[src/rtl/vram_arb_pkg.sv]
// Shared constants and state type for the framebuffer write arbiter.
package vram_arb_pkg;

  localparam int unsigned DefXW      = 8;
  localparam int unsigned DefYW      = 7;
  localparam int unsigned DefCW      = 3;
  localparam int unsigned DefXMax    = 159;
  localparam int unsigned DefYMax    = 119;
  localparam logic [2:0]  DefBgColor = 3'b000;

  typedef enum logic [0:0] {
    StArb,
    StClear
  } arb_state_e;

endpackage

[src/rtl/rr_pick.sv]
// Combinational round-robin picker: first eligible index after last_grant_i, wrapping modulo N.
module rr_pick #(
  parameter int unsigned N   = 3,
  parameter int unsigned LgW = (N > 1) ? $clog2(N) : 1
) (
  input  logic [N-1:0]   eligible_i,
  input  logic [LgW-1:0] last_grant_i,
  output logic [N-1:0]   winner_o,
  output logic           valid_o
);

  always_comb begin
    winner_o = '0;
    valid_o  = 1'b0;
    for (int k = 1; k <= int'(N); k++) begin
      if (!valid_o && eligible_i[LgW'((int'(last_grant_i) + k) % int'(N))]) begin
        winner_o[LgW'((int'(last_grant_i) + k) % int'(N))] = 1'b1;
        valid_o = 1'b1;
      end
    end
  end

endmodule

[src/rtl/vram_write_arbiter.sv]
// Round-robin arbiter for the single framebuffer write port; one registered pixel write per cycle.
// Define VRAM_ARB_CLEAR_EN to add the screen-clear sweep engine (clear_req / clear_done ports).
module vram_write_arbiter
  import vram_arb_pkg::*;
#(
  parameter int unsigned    N_REQ    = 3,
  parameter int unsigned    X_W      = DefXW,
  parameter int unsigned    Y_W      = DefYW,
  parameter int unsigned    C_W      = DefCW,
  parameter int unsigned    X_MAX    = DefXMax,
  parameter int unsigned    Y_MAX    = DefYMax,
  parameter logic [C_W-1:0] BG_COLOR = DefBgColor
) (
  input  logic                 CLOCK_50,
  input  logic                 reset,
  input  logic [N_REQ-1:0]     req,
  input  logic [N_REQ*X_W-1:0] req_x,
  input  logic [N_REQ*Y_W-1:0] req_y,
  input  logic [N_REQ*C_W-1:0] req_color,
  output logic [N_REQ-1:0]     gnt,
  output logic                 wr_en,
  output logic [X_W-1:0]       wr_x,
  output logic [Y_W-1:0]       wr_y,
  output logic [C_W-1:0]       wr_color,
  output logic                 busy
`ifdef VRAM_ARB_CLEAR_EN
  ,
  input  logic                 clear_req,
  output logic                 clear_done
`endif
);

  localparam int unsigned LgW = (N_REQ > 1) ? $clog2(N_REQ) : 1;
  localparam logic [X_W-1:0] XMaxL = X_W'(X_MAX);
  localparam logic [Y_W-1:0] YMaxL = Y_W'(Y_MAX);

  logic [N_REQ-1:0] gnt_q, gnt_d, eligible, winner;
  logic             pick_valid, grant_en;
  logic [LgW-1:0]   last_q, last_d, win_idx;
  logic             wr_en_q, wr_en_d;
  logic [X_W-1:0]   wr_x_q, wr_x_d, win_x;
  logic [Y_W-1:0]   wr_y_q, wr_y_d, win_y;
  logic [C_W-1:0]   wr_color_q, wr_color_d, win_color;

  // A requester is masked while its own gnt is high so stale data is never written twice.
  assign eligible = req & ~gnt_q;

  rr_pick #(
    .N   (N_REQ),
    .LgW (LgW)
  ) u_rr_pick (
    .eligible_i   (eligible),
    .last_grant_i (last_q),
    .winner_o     (winner),
    .valid_o      (pick_valid)
  );

  always_comb begin
    win_idx   = '0;
    win_x     = '0;
    win_y     = '0;
    win_color = '0;
    for (int i = 0; i < int'(N_REQ); i++) begin
      if (winner[i]) begin
        win_idx   = LgW'(i);
        win_x     = req_x[i*X_W +: X_W];
        win_y     = req_y[i*Y_W +: Y_W];
        win_color = req_color[i*C_W +: C_W];
      end
    end
  end

`ifdef VRAM_ARB_CLEAR_EN
  arb_state_e     state_q, state_d;
  logic [X_W-1:0] cx_q, cx_d;
  logic [Y_W-1:0] cy_q, cy_d;
  logic           clear_done_q, clear_done_d;
`else
  logic unused_bg;
  assign unused_bg = ^BG_COLOR;
`endif

  always_comb begin
    gnt_d      = '0;
    wr_en_d    = 1'b0;
    wr_x_d     = wr_x_q;
    wr_y_d     = wr_y_q;
    wr_color_d = wr_color_q;
    last_d     = last_q;
    grant_en   = 1'b1;
`ifdef VRAM_ARB_CLEAR_EN
    state_d      = state_q;
    cx_d         = cx_q;
    cy_d         = cy_q;
    clear_done_d = 1'b0;
    unique case (state_q)
      StArb: begin
        if (clear_req) begin
          // Sweep starts with pixel (0,0) visible in the first CLEAR cycle.
          grant_en   = 1'b0;
          state_d    = StClear;
          cx_d       = '0;
          cy_d       = '0;
          wr_en_d    = 1'b1;
          wr_x_d     = '0;
          wr_y_d     = '0;
          wr_color_d = BG_COLOR;
        end
      end
      StClear: begin
        grant_en = 1'b0;
        if (cx_q == XMaxL && cy_q == YMaxL) begin
          state_d      = StArb;
          clear_done_d = 1'b1;
          cx_d         = '0;
          cy_d         = '0;
        end else begin
          if (cx_q == XMaxL) begin
            cx_d = '0;
            cy_d = cy_q + Y_W'(1);
          end else begin
            cx_d = cx_q + X_W'(1);
          end
          wr_en_d    = 1'b1;
          wr_x_d     = cx_d;
          wr_y_d     = cy_d;
          wr_color_d = BG_COLOR;
        end
      end
      default: state_d = StArb;
    endcase
`endif
    if (grant_en && pick_valid) begin
      gnt_d      = winner;
      wr_en_d    = (win_x <= XMaxL) && (win_y <= YMaxL);
      wr_x_d     = win_x;
      wr_y_d     = win_y;
      wr_color_d = win_color;
      last_d     = win_idx;
    end
  end

  always_ff @(posedge CLOCK_50) begin
    if (reset) begin
      gnt_q      <= '0;
      wr_en_q    <= 1'b0;
      wr_x_q     <= '0;
      wr_y_q     <= '0;
      wr_color_q <= '0;
      last_q     <= LgW'(N_REQ - 1);
    end else begin
      gnt_q      <= gnt_d;
      wr_en_q    <= wr_en_d;
      wr_x_q     <= wr_x_d;
      wr_y_q     <= wr_y_d;
      wr_color_q <= wr_color_d;
      last_q     <= last_d;
    end
  end

`ifdef VRAM_ARB_CLEAR_EN
  always_ff @(posedge CLOCK_50) begin
    if (reset) begin
      state_q      <= StArb;
      cx_q         <= '0;
      cy_q         <= '0;
      clear_done_q <= 1'b0;
    end else begin
      state_q      <= state_d;
      cx_q         <= cx_d;
      cy_q         <= cy_d;
      clear_done_q <= clear_done_d;
    end
  end

  assign busy       = (state_q == StClear);
  assign clear_done = clear_done_q;
`else
  assign busy = 1'b0;
`endif

  assign gnt      = gnt_q;
  assign wr_en    = wr_en_q;
  assign wr_x     = wr_x_q;
  assign wr_y     = wr_y_q;
  assign wr_color = wr_color_q;

endmodule

[config.mk]
export PLATFORM = sky130hd
export DESIGN_NAME = vram_write_arbiter
export DESIGN_NICKNAME = d
export VERILOG_FILES = /design/src/rtl/vram_arb_pkg.sv /design/src/rtl/rr_pick.sv /design/src/rtl/vram_write_arbiter.sv
export SDC_FILE = /design/constraint.sdc
export NUM_CORES = 1
export LEC_CHECK = 0
export CORE_MARGIN = 10
export CORE_UTILIZATION = 44
export CTS_BUF_LIST = sky130_fd_sc_hd__clkbuf_2 sky130_fd_sc_hd__clkbuf_4 sky130_fd_sc_hd__clkbuf_8
export CTS_CLUSTER_SIZE = 12
export DETAILED_ROUTE_END_ITERATION = 10
export PLACE_DENSITY = 0.93
export SLEW_MARGIN = 25
export SYNTH_ARGS = -nofsm -noshare
export SYNTH_HDL_FRONTEND = slang
export SYNTH_SLANG_ARGS = --single-unit
[constraint.sdc]
create_clock -name CLOCK_50 -period 4.9 [get_ports CLOCK_50]
set_input_delay 1.225 -clock CLOCK_50 [delete_from_list [all_inputs] [get_ports CLOCK_50]]
set_output_delay 1.225 -clock CLOCK_50 [all_outputs]
set_load 0.02 [all_outputs]
==> results.sh <==
export IMPL_cp_max_fo=24
export IMPL_cts_root_buf="clkbuf_4"
export IMPL_rows=21
export IMPL_max_slew_margin_pct=40.05
export IMPL_async_flop_share_pct=0
export IMPL_die_y_um=79.41
export IMPL_synth_area_leaders="dfxtp_1 (31%), a221oi_2 (9.7%), nor2_1 (7.7%)"
export IMPL_die_area_um2=6305
export IMPL_report_final_slew_viol_count=0
export IMPL_grt_max_degree=25
export IMPL_drt_initial_drc_count=144
export IMPL_hold_path_class="flip-flop to flip-flop"
export IMPL_die_w_um=79.41
export IMPL_clock_power_share_pct=11.4
export IMPL_synth_top_area_share_pct=30.94
export IMPL_synth_avg_cell_area_um2=8.924
export IMPL_p_int_w=0.0007461
export IMPL_initial_core_util_pct=46.17
export IMPL_cp_data_required_time_ps=5170
export IMPL_wl_per_cell_um=17.54
export IMPL_vias=1617
export IMPL_numCtsBuffers=3
export IMPL_synth_cell_types=49
export IMPL_synthCells=174
export IMPL_core_um2=3363
export IMPL_placed_area_um2=2364
export IMPL_cp_cell_sequence="clkdlybuf4s50_1 > nor4bb_2 > nand2b_1 > and2_1 > a211o_1 > o31a_1 > a211oi_2"
export IMPL_cts_hold_buf=0
export IMPL_cts_sinks=24
export IMPL_critPathCaptureType="flip-flop"
export IMPL_gp_congestion=0.8852
export IMPL_yosysTopAreaCell="dfxtp_1"
export IMPL_fin_nets=312
export IMPL_h_tree_depth=1
export IMPL_port_buffers=80
export IMPL_grt_overflow=0
export IMPL_drive_gt1_share_pct=10.08
export IMPL_max_freq_mhz=282.5
export IMPL_cpPeakStageDelay_ps=600
export IMPL_syn2layout_area_growth_pct=55.60
export IMPL_antenna_cells=0
export IMPL_grt_pass1_vias=1704
export IMPL_grt_use_total_pct=15.62
export IMPL_yosysMostFrequentCell="nor2_1"
export IMPL_period_needed_ps=3540
export IMPL_worstSetupStartpointType="primary input"
export IMPL_critPathArrivalTime_ps=3810
export IMPL_finalCritPeriodShare_pct=72.24
export IMPL_switching_share_pct=42.55
export IMPL_antenna_found_initial=0
export IMPL_cp_slowest_cell="nand2b_1"
export IMPL_io_pins=82
export IMPL_tightest_slew_ps=899.2
export IMPL_cts_tree="done"
export IMPL_pwr_density_cell_nw_per_um2=537.5
export IMPL_final_area_um2=2416
export IMPL_r2r_slack_ps=1800
export IMPL_pwr_share_comb_pct=64.5
export IMPL_postRouteAntennaNets=0
export IMPL_ys_ff_latch=24
export IMPL_p_switching_w=0.0005525
export IMPL_yosys_warnings=0
export IMPL_path_clk_slew_ps=140
export IMPL_p_leak_nw=0.9382
export IMPL_ys_seq_area_share_pct=30.94
export IMPL_drt_vias_per_instance=5.500
export IMPL_synth_top_cells_by_count="nor2_1 (32), dfxtp_1 (24), a2bb2oi_1 (11)"
export IMPL_crit_buf_inv=1
export IMPL_place_hpwl_um=4036
export IMPL_utilization_pct=71.84
export IMPL_seq_power_share_pct=24.1
export IMPL_drv_cap=0
export IMPL_post_cts_resized=0
export IMPL_irDropWorstVdd_mv=0.2557
export IMPL_syn_area_um2=1553
export IMPL_postCtsSetupBuffers=0
export IMPL_tns_ps=0
export IMPL_finalWirelength_um=5157
export IMPL_clock_path_buffers=2
export IMPL_finalClockSkew_ps=11.47
export IMPL_synth_main_ff_cell="dfxtp_1"
export IMPL_drc=0
export IMPL_hold_viol=0
export IMPL_worst_path_dominant_cell_family="simple AND/OR/NAND/NOR gates"
export IMPL_setup_viol=0
export IMPL_synth_fp_nets=237
export IMPL_firstDrtPassIters=4
export IMPL_rsz0062_at_grt="no"
export IMPL_grt_pass1_wl_um=8114
export IMPL_crit_type="primary input to flip-flop"
export IMPL_status="complete, no violations"
export IMPL_clkLatencyLatePin_ps=330
export IMPL_synth_edf_count=0
## kinds of logic after synthesis
logic type	Yosys count	share of synthesized area, %
muxes	1	0.8862
DFF	24	30.94
adders and majority gates	4	3.223
other	1	0.2415
AOI/OAI and AO/OA	58	33.93
buffers and inverters	14	4.271
and+or+nand+nor	72	26.51
## tightest hold or removal path, delay by kind of cell, from the launching register on
kind,cells,cell delay (ps)
flops,1,340
simple gates,1,50
compound gates,1,50
## power by group through the flow
stage	registers [W]	logic, W	clock network [W]
floorplan	0.000396	0.000485	0
global placement	0.000313	0.000821	0
detailed placement	0.000318	0.000834	0
CTS	0.000314	0.000837	0.000149
global route	0.000325	0.000901	0.000159
finish	0.000313	0.000837	0.000148
## final cells by class
type	instances	area (µm²)
clock buffer	3	22.52
sequential	24	480.5
inverter	3	11.26
clock inverter	1	30.03
fill	281	947.2
timing repair buffer	81	808.3
tap	46	57.56
multi-input combinational	136	1006
## worst paths after layout
| check | endpoint | start | cells after the start |
|---|---|---|---|
| min reg2reg | wr_y[4] | wr_y[4] | 2 |
| max reg2reg | wr_en | last_q[0] | 8 |
| max | wr_en | req[2] | 7 |
| min | wr_y[4] | wr_y[4] | 2 |
## metrics by stage
stage	hold WS (ps)	total power, W	setup WS (ps)	cells
after floorplan	490.6	0.0008806	1959	174
after global placement	443.4	0.001134	1123	290
after detailed placement	451.6	0.001151	1010	290
after CTS	473.0	0.001300	1370	294
after global routing	490.6	0.001385	1177	294
final	469.6	0.001299	1360	294
## layout by cell type, fill, tap and decap left out, types with 2 or more instances in the layout
cell type         n
nand2_1           7
inv_1             2
nor2b_1           4
and2_1            4
o2111ai_1         3
ha_1              4
nor4b_1           2
a2bb2oi_1        11
a211o_1           2
or2_1             2
and3_1            2
dfxtp_1          24
clkbuf_4          3
nor2_1           32
a221o_1           2
a31o_1            2
o21ai_1           3
nor3b_2           2
a221oi_2         10
clkdlybuf4s50_1  80
nor4bb_1          3
o21ba_1           2
and4b_1           2
nand2b_1          6
a21oi_1           7
o21ai_0           4
## flip-flops by register name, summed over array words and instances, names as in the netlist
name      cells
wr_color      3
gnt           3
wr_y          7
wr_en         1
wr_x          8
last_q        2
## per-layer routing
layer,routed length [µm],vias to the layer above,GRT usage [%]
met5,0,-,0
met4,31,0,2.151
met1,2048,740,17.18
li1,-,798,-
met3,596,4,7.658
met2,2481,75,27.08
No activity file was read; power rests on OpenSTA's default activity.
